**config.mk**
```make
export PLATFORM = sky130hd
export DESIGN_NAME = mul_shift_add
export DESIGN_NICKNAME = d
export VERILOG_FILES = /design/src/rtl/mul_pkg.sv /design/src/rtl/fulladder.sv /design/src/rtl/mul_shift_add.sv
export SDC_FILE = /design/constraint.sdc
export NUM_CORES = 1
export LEC_CHECK = 0
export BUFFER_PORTS_ARGS = -buffer_cell sky130_fd_sc_hd__buf_2
export CAP_MARGIN = 10
export CELL_PAD_IN_SITES_DETAIL_PLACEMENT = 1
export CELL_PAD_IN_SITES_GLOBAL_PLACEMENT = 1
export CORE_MARGIN = 8
export CORE_UTILIZATION = 32
export DETAILED_ROUTE_END_ITERATION = 12
export GPL_ROUTABILITY_DRIVEN = 0
export PLACE_DENSITY = 0.7
export SYNTH_ARGS = -nofsm -noshare
export SYNTH_HDL_FRONTEND = slang
export SYNTH_SLANG_ARGS = --single-unit
```
**constraint.sdc**
```tcl
create_clock -name clk -period 2.8 [get_ports clk]
set_input_delay 0 -clock clk [delete_from_list [all_inputs] [get_ports clk]]
set_output_delay 0 -clock clk [all_outputs]
set_load 0.01 [all_outputs]
```
**src/rtl/mul_pkg.sv**
```systemverilog
// Shared types and helpers for the shift-add multiplier.
package mul_pkg;

  typedef enum logic [1:0] {
    IDLE = 2'd0,
    RUN  = 2'd1,
    DONE = 2'd2
  } mul_state_t;

  // Counter must hold 0..LENGTH, since it steps past LENGTH-1 on the final iteration.
  function automatic int cnt_width(input int len);
    return $clog2(len + 1);
  endfunction

endpackage

```
**src/rtl/fulladder.sv**
```systemverilog
// LENGTH-bit ripple adder with carry in/out.
module fulladder #(
  parameter int LENGTH = 32
) (
  input  logic [LENGTH-1:0] a,
  input  logic [LENGTH-1:0] b,
  input  logic              cin,
  output logic [LENGTH-1:0] sum,
  output logic              cout
);

  assign {cout, sum} = {1'b0, a} + {1'b0, b} + {{LENGTH{1'b0}}, cin};

endmodule

```
**src/rtl/mul_shift_add.sv**
```systemverilog
// Multi-cycle unsigned shift-add multiplier, one multiplier bit per clock,
// valid/ready on both sides.
module mul_shift_add
  import mul_pkg::*;
#(
  parameter int LENGTH = 32
) (
  input  logic                  clk,
  input  logic                  rst_n,
  input  logic                  in_valid,
  output logic                  in_ready,
  input  logic [LENGTH-1:0]     op_a,
  input  logic [LENGTH-1:0]     op_b,
  output logic                  out_valid,
  input  logic                  out_ready,
  output logic [2*LENGTH-1:0]   product,
  output logic                  busy
);

  localparam int CNT_W = cnt_width(LENGTH);

  mul_state_t state_q, state_d;

  logic [CNT_W-1:0]    cnt_q;
  logic [LENGTH-1:0]   mcand_q, acc_hi_q, acc_lo_q;
  logic [LENGTH-1:0]   addend, sum;
  logic                cout;
  logic                last;
  logic [2*LENGTH-1:0] product_q;

  assign last   = (cnt_q == CNT_W'(LENGTH - 1));
  assign addend = acc_lo_q[0] ? mcand_q : '0;

  fulladder #(.LENGTH(LENGTH)) u_add (
    .a    (acc_hi_q),
    .b    (addend),
    .cin  (1'b0),
    .sum  (sum),
    .cout (cout)
  );

  always_ff @(posedge clk or negedge rst_n) begin
    if (!rst_n) state_q <= IDLE;
    else        state_q <= state_d;
  end

  always_comb begin
    state_d   = state_q;
    in_ready  = 1'b0;
    out_valid = 1'b0;
    busy      = 1'b0;
    case (state_q)
      IDLE: begin
        in_ready = 1'b1;
        if (in_valid) state_d = RUN;
      end
      RUN: begin
        busy = 1'b1;
        if (last) state_d = DONE;
      end
      DONE: begin
        busy      = 1'b1;
        out_valid = 1'b1;
        if (out_ready) state_d = IDLE;
      end
      default: state_d = IDLE;
    endcase
  end

  // {acc_hi,acc_lo} <= {cout,sum,acc_lo} >> 1; product is captured on the
  // final iteration so it holds steady through DONE and afterwards.
  always_ff @(posedge clk or negedge rst_n) begin
    if (!rst_n) begin
      cnt_q     <= '0;
      mcand_q   <= '0;
      acc_hi_q  <= '0;
      acc_lo_q  <= '0;
      product_q <= '0;
    end else begin
      case (state_q)
        IDLE: begin
          if (in_valid) begin
            mcand_q  <= op_a;
            acc_hi_q <= '0;
            acc_lo_q <= op_b;
            cnt_q    <= '0;
          end
        end
        RUN: begin
          acc_hi_q <= {cout, sum[LENGTH-1:1]};
          acc_lo_q <= {sum[0], acc_lo_q[LENGTH-1:1]};
          cnt_q    <= cnt_q + CNT_W'(1);
          if (last) product_q <= {cout, sum, acc_lo_q[LENGTH-1:1]};
        end
        default: ;
      endcase
    end
  end

  assign product = product_q;

endmodule

```
Word-level counts from Yosys, hierarchy flattened
Cells that the tools add are included.
{"block": "word_totals", "output_inout_bits": 67, "wordCells": 35, "reg_bits": 168, "in_bits": 68}
{"block": "classes", "reduce_logical": 7, "n_eq_ne": 6, "n_addsub": 2, "muxes": 14}
{"op": "$pmux W32 S2", "n": 2}
{"op": "$mux W32", "n": 3}
{"op": "$add A32 B32 Y33", "n": 1}
{"op": "$pmux W6 S2", "n": 1}
{"op": "$add A6 B1 Y6 const B", "n": 1}
{"op": "$eq A6 B5 Y1 const B", "n": 1}
{"op": "$mux W2", "n": 3}
{"op": "$mux W6", "n": 1}
{"op": "$ne A2 B2 Y1 const B", "n": 3}
{"op": "$pmux W2 S3", "n": 1}
{"op": "$reduce_and A2 Y1", "n": 3}
{"op": "$mux W1", "n": 3}
{"op": "$reduce_and A3 Y1", "n": 1}
{"op": "$eq A2 B1 Y1 const B", "n": 1}
{"op": "$eq A2 B2 Y1 const B", "n": 1}
{"op": "$logic_not A2 Y1", "n": 1}
{"op": "$reduce_bool A2 Y1", "n": 1}
{"op": "$reduce_or A2 Y1", "n": 1}

Logic depth before layout (Yosys ltp)
Gate-level depths: netlist of the first run.
{"block": "depth", "word_depth": 3, "ltp_mapped": 12, "mapped_depth_nobuf": 12}

Cells and area by module
Synthesis of the first run repeated with hierarchy kept, for this count alone.
{"block": "hier_totals", "hier_cells": 746, "hier_area_um2": 8887.3}
{"mod": "mul_shift_add", "n_inst": 1, "cells_each": 494, "area_per_inst_um2": 7090.6}
{"mod": "fulladder", "n_inst": 1, "cells_each": 252, "area_per_inst_um2": 1796.7}

Worst setup path before layout of the first run
Ideal clock, no wire load.
{"block": "synth_timing", "kind": "flip-flop to flip-flop", "startpoint": "register acc_lo_q[0]", "endpoint": "register acc_hi_q[27]", "path_stages_with_launch": 12, "period_less_slack_ns": 2.799, "arrival_time_ns": 2.677, "slack_ns": 0.001, "cell_sequence": "dfrtp_1 > clkbuf_1 > nand2_1 > fa_1 > nor2b_1 > o2111ai_1 > a21boi_1 > o311ai_0 > a21oi_1 > o211ai_1 > a21o_1 > a32o_1"}
{"block": "synth_via", "elab_chain_len": 3}
{"element": "start: declaration", "line_no": "mul_shift_add.sv:25", "text": "logic [LENGTH-1:0] mcand_q, acc_hi_q, acc_lo_q;"}
{"element": "start signal: assignment", "line_no": "mul_shift_add.sv:85", "text": "acc_lo_q <= op_b;"}
{"element": "start signal: assignment", "line_no": "mul_shift_add.sv:91", "text": "acc_lo_q <= {sum[0], acc_lo_q[LENGTH-1:1]};"}
{"element": "$mux W32", "line_no": "mul_shift_add.sv:32", "text": "assign addend = acc_lo_q[0] ? mcand_q : '0;"}
{"element": "$add A32 B32 Y33", "line_no": "fulladder.sv:12", "text": "assign {cout, sum} = {1'b0, a} + {1'b0, b} + {{LENGTH{1'b0}}, cin};"}
{"element": "$pmux W32 S2", "line_no": "mul_shift_add.sv:80", "text": "case (state_q)"}
{"element": "end signal: assignment", "line_no": "mul_shift_add.sv:90", "text": "acc_hi_q <= {cout, sum[LENGTH-1:1]};"}
{"element": "end: declaration", "line_no": "mul_shift_add.sv:25"}
No other way between the ends.
A chain may end at the register's enable or synchronous reset.

Worst setup path after layout of the first run
{"block": "layout_timing", "startpoint": "register acc_lo_q[0]", "endpoint": "register product_q[61], in the netlist product[61]"}
{"block": "layout_via", "elab_chain_len": 2}
{"element": "$mux W32", "line_no": "mul_shift_add.sv:32"}
{"element": "$add A32 B32 Y33", "line_no": "fulladder.sv:12"}
{"element": "end signal: assignment", "line_no": "mul_shift_add.sv:93", "text": "if (last) product_q <= {cout, sum, acc_lo_q[LENGTH-1:1]};"}
{"element": "end: declaration", "line_no": "mul_shift_add.sv:29", "text": "logic [2*LENGTH-1:0] product_q;"}
No other way between the ends.

==> results.ini, run 1 <==
[logic_synthesis]
synth.distinct_cells=53
synth_compound_area_share_pct=13.81
ys_seq_elements=168
syn_nets=960
postSynth.asyncResetShare_pct=100.0
synth_mux_area_share_pct=9.266
netlist_area_sq_um=8426
synth_fa_ha_area_share_pct=5.584
synth_top_area_share_pct=49.90
synth_xor_area_share_pct=2.391
synthTopCellsByArea=dfrtp_1 (50%), nand2_1 (9.4%), ha_1 (5.3%), mux2_2 (5.3%), mux2i_1 (3.9%)
avgSynthCellArea_sq_um=9.854
yosysSeqAreaShare_pct=49.90
synth_edf_count=0
synth_top_cell_by_area=dfrtp_1
synthCells=855
yosys.area_share.simple_pct=16.41
synth_top_family_by_area=simple AND/OR/NAND/NOR gates
synth_ff_type=dfrtp_1
ys_warn_count=0

[power]
vdd_drop_max_mv=0.3860
leakagePower_nw=5.881
p_per_area_nw_per_um2=912.0
power_mw=10.78

[worst_setup_path]
critical_path_class=flip-flop to flip-flop
reg2reg_depth=13
start_kind=flip-flop
worstReg2RegStart=acc_lo_q[0]$_DFFE_PN0P_
reg2reg_slack_ns=-0.12
path_cells=and2_1 > ha_2 > inv_2 > fa_2 > nor2b_4 > o2111ai_4 > a21boi_4 > nor4b_4 > nor4_2 > buf_4 > or3_4 > and3_4 > o31ai_2
cp_max_fo=7
worstSetupEndpointType=flip-flop
required_ns=3.14
crit_family=simple AND/OR/NAND/NOR gates
worst_r2r_endpoint=product[61]$_DFFE_PN0P_
crit_path_top_delay_cell=dfrtp_2
arrival_ns=3.25
crit_buf_inv=2
max_stage_delay_ns=0.46

[timing]
finalMaxSlewViolations=0
worst_pin_slew_ns=0.6278
fmax_mhz=342.8
slew_headroom_pct=58.15
finalCritPeriodShare_pct=104.2
final.min_clock_period_ns=2.917
hold_viol_final=0
rsz0062_at_grt=true
fin_ws_ns=-0.1169
finalClockSkew_ns=0.02134
setup-violations-final=23
fin_tns_setup_ns=-0.8159

[route]
drtPass1Iterations=4
drc=0
num_vias=7374
drtIter0Drc=429
ant_nets=0
wl_per_cell_microns=19.37
vias_per_cell=5.047
wirelength_microns=28310

[global_route]
grtUsageMet3_pct=2.752
grt_max_degree=62
grtUsageMet2_pct=30.29
busiest_layer=met2
grtUsageMet1_pct=21.01
antenna_found_initial=0
grt_pass1_vias=8087
groute.usage.overall_pct=17.18
grt_pass1_wl_microns=43330
overflow=0

[floorplan]
rows=59
die_h_microns=178.3
die_w_microns=178.3
initial_core_util_pct=32.42
die_area_sq_um=31780
core_sq_um=25980
io_pins=135

[finish]
final_util_pct=45.50
syn2layout_area_growth_pct=40.33
seq_area_sq_um=4205
final_cell_mix=nand2_1 (210), dfrtp_1 (167), buf_2 (133)
antennaDiodeCount=0
fin_nets=1218
drive_above_1_share_pct=32.77
final_common_cell=nand2_1
fill_cells=2907
multi_input_area_sq_um=4497

[run_status]
status=finished, violations left
violations=negative setup slack

[cts]
h-tree-depth=4
cts_buffers=17
clock_path_buffers=2
cts_tree=done
worstSkewPairLatency_ns=0.43
clkSinkCount=168
clkTransAtPathRegs_ns=0.08
cts-root-buf=clkbuf_16

[run]
maxCapViolations=0

[placement]
port_buffers=134
dp_hpwl_microns=17830

[min_path]
hold_class=input port to asynchronous set/reset pin

worst max path at each step:
stage / endpoint / cells after the start / slack (ns) / start
final: product[61]$_DFFE_PN0P_ / 13 / -0.12 / acc_lo_q[0]$_DFFE_PN0P_
after global routing: product[61]$_DFFE_PN0P_ / 13 / -0.24 / acc_lo_q[0]$_DFFE_PN0P_
after CTS: acc_hi_q[25]$_DFFE_PN0P_ / 13 / -0.12 / acc_lo_q[0]$_DFFE_PN0P_
after detailed placement: product[61]$_DFFE_PN0P_ / 14 / -0.36 / acc_lo_q[0]$_DFFE_PN0P_
after global placement: product[61]$_DFFE_PN0P_ / 12 / -0.23 / acc_lo_q[0]$_DFFE_PN0P_
after floorplan: acc_hi_q[27]$_DFFE_PN0P_ / 11 / 0.001 / acc_lo_q[0]$_DFFE_PN0P_
synth_stat cells, drive strengths merged (3+ instances only):
library cell    n
a211oi          3
a21boi          3
a21o           14
a21oi          32
a22o           27
a31oi           4
and2           35
and3            3
buf             9
clkbuf         37
dfrtp         168
ha             36
inv            13
mux2           40
mux2i          33
nand2         212
nand3           9
nand4          10
nor2           29
nor2b           4
nor3            4
o21a            7
o21ai          65
o31a            3
o31ai           5
xnor2          12
xor2           11
metal layers:
layer  vias up  wire length, microns
met4         0                   705
met3        53                   813
met1      3727                 12030
met2       128                 14760
met5         -                     0
li1       3466                     -
stage by stage:
step	instance area, sq um	std cells	hold WS [ns]	setup WS, ns
after floorplan	8426	855	-0.2956	0.001224
after global placement	9908	1347	0.006954	-0.2250
after detailed placement	9908	1347	0.01481	-0.3600
after CTS	11460	1452	0.1132	-0.1215
after global routing	11820	1461	0.1258	-0.2358
final	11820	1461	0.08728	-0.1169
layout make-up:
cell class | count | share of cell area [%]
clock inverters | 15 | 1.672
repair buffers | 285 | 17.17
clock buffers | 17 | 3.598
inverters | 13 | 0.4127
well taps | 335 | 3.545
flip-flops and latches | 168 | 35.57
multi-input cells | 628 | 38.03
registers in the layout, indices dropped and copies added (netlist names):
| name | count |
|---|---|
| mcand_q | 32 |
| acc_lo_q | 32 |
| state_q | 2 |
| acc_hi_q | 32 |
| product | 64 |
| cnt_q | 6 |
timing repair:
action	CTS	global route
endpoints found under the hold margin	124	0
buffers inserted	8	9
hold buffers	66	0
setup endpoints to repair	30	40
pin swaps	21	20
resized for setup	43	64
power breakdown:
| group | switching, mW | leakage [nW] | internal (mW) | total [mW] |
|---|---|---|---|---|
| Combinational | 2.63 | 3.38 | 2.17 | 4.80 |
| Clock | 1.16 | 0.302 | 1.29 | 2.46 |
| Sequential | 0.463 | 2.20 | 3.06 | 3.52 |
cells by family after synthesis:
logic type / Yosys count
AOI/OAI and AO/OA: 179
xor gates and xnor gates: 23
adders and majority gates: 37
buffers and inverters: 59
DFF: 168
muxes: 73
and+or+nand+nor: 316
(Power assumes the default switching activity.)
==> inputs of run 2 (changes only) <==
--- a/config.mk
+++ b/config.mk
@@ -8,12 +8,13 @@
 export BUFFER_PORTS_ARGS = -buffer_cell sky130_fd_sc_hd__buf_2
 export CAP_MARGIN = 10
 export CELL_PAD_IN_SITES_DETAIL_PLACEMENT = 1
-export CELL_PAD_IN_SITES_GLOBAL_PLACEMENT = 1
-export CORE_MARGIN = 8
+export CELL_PAD_IN_SITES_GLOBAL_PLACEMENT = 2
+export CORE_MARGIN = 2
 export CORE_UTILIZATION = 32
+export CTS_BUF_LIST = sky130_fd_sc_hd__clkbuf_8
 export DETAILED_ROUTE_END_ITERATION = 12
 export GPL_ROUTABILITY_DRIVEN = 0
-export PLACE_DENSITY = 0.7
+export PLACE_DENSITY = 0.82
 export SYNTH_ARGS = -nofsm -noshare
 export SYNTH_HDL_FRONTEND = slang
 export SYNTH_SLANG_ARGS = --single-unit
==> run 2 against run 1 <==
The run still ends with negative setup slack left; clock skew down 0.0031 ns; die area down 13%; sequential power about the same; wire length down 7.0%; fmax down 1.0%; total power down 3.0%; global-route usage up 1.5 points; sequential share of layout area down 0.24 points; flip-flop and latch count unchanged; clock power down 26%; cell area up 0.69%; critical path type unchanged; largest cell class unchanged.
==> results.ini, run 2 (synthesis results as in run 1) <==
[run_status]
status=finished, violations left
violations=negative setup slack

[global_route]
overflow=0  ; unchanged
antenna_found_initial=0  ; unchanged
grt_pass1_vias=7818  ; -3.3%
groute.usage.overall_pct=18.71  ; +1.5 points
grt_pass1_wl_microns=41790  ; -3.5%
grt_max_degree=57  ; -8.1%

[timing]
worst_hold_slack_ns=0.06171  ; -0.02558 ns
fmax_mhz=339.3  ; -1.0%
slew_headroom_pct=55.65  ; -2.5 points
rsz0062_at_grt=true
finalCritPeriodShare_pct=105.3  ; +1.1 points
final.min_clock_period_ns=2.947  ; +0.03059 ns
finalClockSkew_ns=0.01819  ; -0.003144 ns
hold_viol_final=0  ; unchanged
finalMaxSlewViolations=0  ; unchanged
setup-violations-final=25  ; +8.7%
fin_ws_ns=-0.1475  ; -0.03059 ns
worst_pin_slew_ns=0.6653  ; +0.03751 ns

[worst_setup_path]
worstSetupEndpointType=flip-flop
cp_max_fo=12  ; +5
arrival_ns=3.35  ; +0.10 ns
start_kind=flip-flop
critical_path_class=flip-flop to flip-flop
required_ns=3.20  ; +0.06 ns
reg2reg_slack_ns=-0.15  ; -0.03 ns

[power]
switchingPower_mw=4.280  ; +0.44%
p_int_mw=6.181  ; -5.2%
p_per_area_nw_per_um2=878.7  ; -3.6%
seqPwrFrac_pct=33.6  ; +1.0 points
vdd_drop_max_mv=0.4168  ; +8.0%
switching_share_pct=40.91  ; +1.4 points
p_comb_share_pct=49.0  ; +4.5 points
power_frac_clock_pct=17.3  ; -5.5 points
leakagePower_nw=5.908  ; +0.46%

[floorplan]
die_area_sq_um=27640  ; -13%
core_sq_um=25980  ; unchanged
die_h_microns=166.3  ; -6.7%
io_pins=135  ; unchanged
die_w_microns=166.3  ; -6.7%
initial_core_util_pct=32.42  ; unchanged
rows=59  ; unchanged

[route]
wirelength_microns=26310  ; -7.0%
drc=0  ; unchanged
ant_nets=0  ; unchanged
wl_per_cell_microns=17.91  ; -7.6%
vias_per_cell=4.971  ; -1.5%
drtPass1Iterations=5  ; +1
drtIter0Drc=341  ; -21%
num_vias=7302  ; -0.98%

[finish]
largest_reg_flops=64  ; unchanged
final_common_cell=nand2_1
drive_above_1_share_pct=35.19  ; +2.4 points
final_cell_mix=nand2_1 (208), dfrtp_1 (167), buf_2 (133)
antennaDiodeCount=0  ; unchanged
fill_cells=2932  ; +0.86%
final_cells=1469  ; +0.55%
syn2layout_area_growth_pct=41.30
fin_nets=1226  ; +0.66%

[cts]
clock_path_buffers=2  ; unchanged
cts_tree=done
clkTransAtPathRegs_ns=0.11  ; +0.03 ns
clkSinkCount=168  ; unchanged
cts-root-buf=clkbuf_8
worstSkewPairLatency_ns=0.47  ; +0.04 ns
cts_buffers=17  ; unchanged
h-tree-depth=4  ; unchanged

[placement]
pre_cts_slack_ns=-0.3477  ; +0.01233 ns
dp_hpwl_microns=17150  ; -3.8%
port_buffers=134  ; unchanged
place_inst=1352  ; +0.37%

[min_path]
hold_class=input port to asynchronous set/reset pin

[run]
maxCapViolations=0  ; unchanged

==> run 2: changes by cell type in the layout (fill, tap and decap cells not counted), sizes merged <==
cell,before,now
buf,219,226
bufinv,1,0
clkbuf,17,18
clkinv,8,7
clkinvlp,0,1
inv,19,20
==> run 2: final cells by class <==
class	count	area, sq um	share of cell area (%)
inverters	13	48.80	0.4099
clock inverters	15	177.7	1.492
flip-flops and latches	168	4205	35.32
well taps	335	419.2	3.521
clock buffers	17	234.0	1.965
multi-input cells	628	4682	39.33
repair buffers	293	2138	17.96
==> run 2: layer usage <==
metal  track usage, %  share of wire [%]
met5                0                  0
met4            5.697                2.5
met3            2.336                2.5
met2            32.47                 51
met1            24.49                 44
==> run 2: metrics by stage <==
| step | utilization (%) | power, mW | instance area [sq um] | setup TNS, ns |
|---|---|---|---|---|
| 2_1_floorplan | - | 6.057 | 8426 | 0 |
| 3_3_place_gp | 38.23 | 7.512 | 9933 | -3.637 |
| 3_5_place_dp | 38.23 | 7.662 | 9933 | -6.458 |
| 4_1_cts | 43.82 | 9.949 | 11390 | -0.6274 |
| 5_1_grt | 45.82 | 11.18 | 11910 | -4.917 |
| 6_report | 45.82 | 10.46 | 11910 | -2.017 |
==> run 2: final timing paths <==
kind	from	to	cells past startpoint
worst min register to register	product[37]$_DFFE_PN0P_	product[37]$_DFFE_PN0P_	2
min in group clk	in_valid	state_q[1]$_DFFE_PN0P_	5
worst max-delay path	acc_lo_q[0]$_DFFE_PN0P_	acc_hi_q[30]$_DFFE_PN0P_	12
max in group asynchronous	rst_n	mcand_q[6]$_DFFE_PN0P_	3
worst min-delay path	rst_n	product[53]$_DFFE_PN0P_	2
worst max register to register	acc_lo_q[0]$_DFFE_PN0P_	acc_hi_q[30]$_DFFE_PN0P_	12
==> run 2: power by group through the flow <==
stage / Clock (mW) / Combinational (mW) / Sequential [mW]
3_3_place_gp: 0 / 4.00 / 3.51
6_report: 1.81 / 5.13 / 3.52
3_5_place_dp: 0 / 4.13 / 3.54
2_1_floorplan: 0 / 2.70 / 3.36
5_1_grt: 1.96 / 5.61 / 3.61
4_1_cts: 1.88 / 4.55 / 3.51
==> run 2: repair_timing <==
item / in CTS / in global routing
setup endpoints to repair: 32 / 40
hold endpoints to repair: 117 / 0
buffers inserted: 7 / 18
hold buffers: 66 / 0
gates cloned: 0 / 1
pin swaps: 22 / 34
gates resized for setup: 63 / 82
==> run 2: worst max-delay path, stage by stage, from the launching register on <==
cell,delay (ns)
dfrtp_2,0.46
buf_12,0.15
buf_8,0.13
buf_6,0.14
and2_4,0.14
ha_4,0.29
and3_4,0.19
nand4_1,0.19
o221ai_4,0.23
a31oi_4,0.09
or4_4,0.53
a211o_1,0.28
nand3_1,0.08
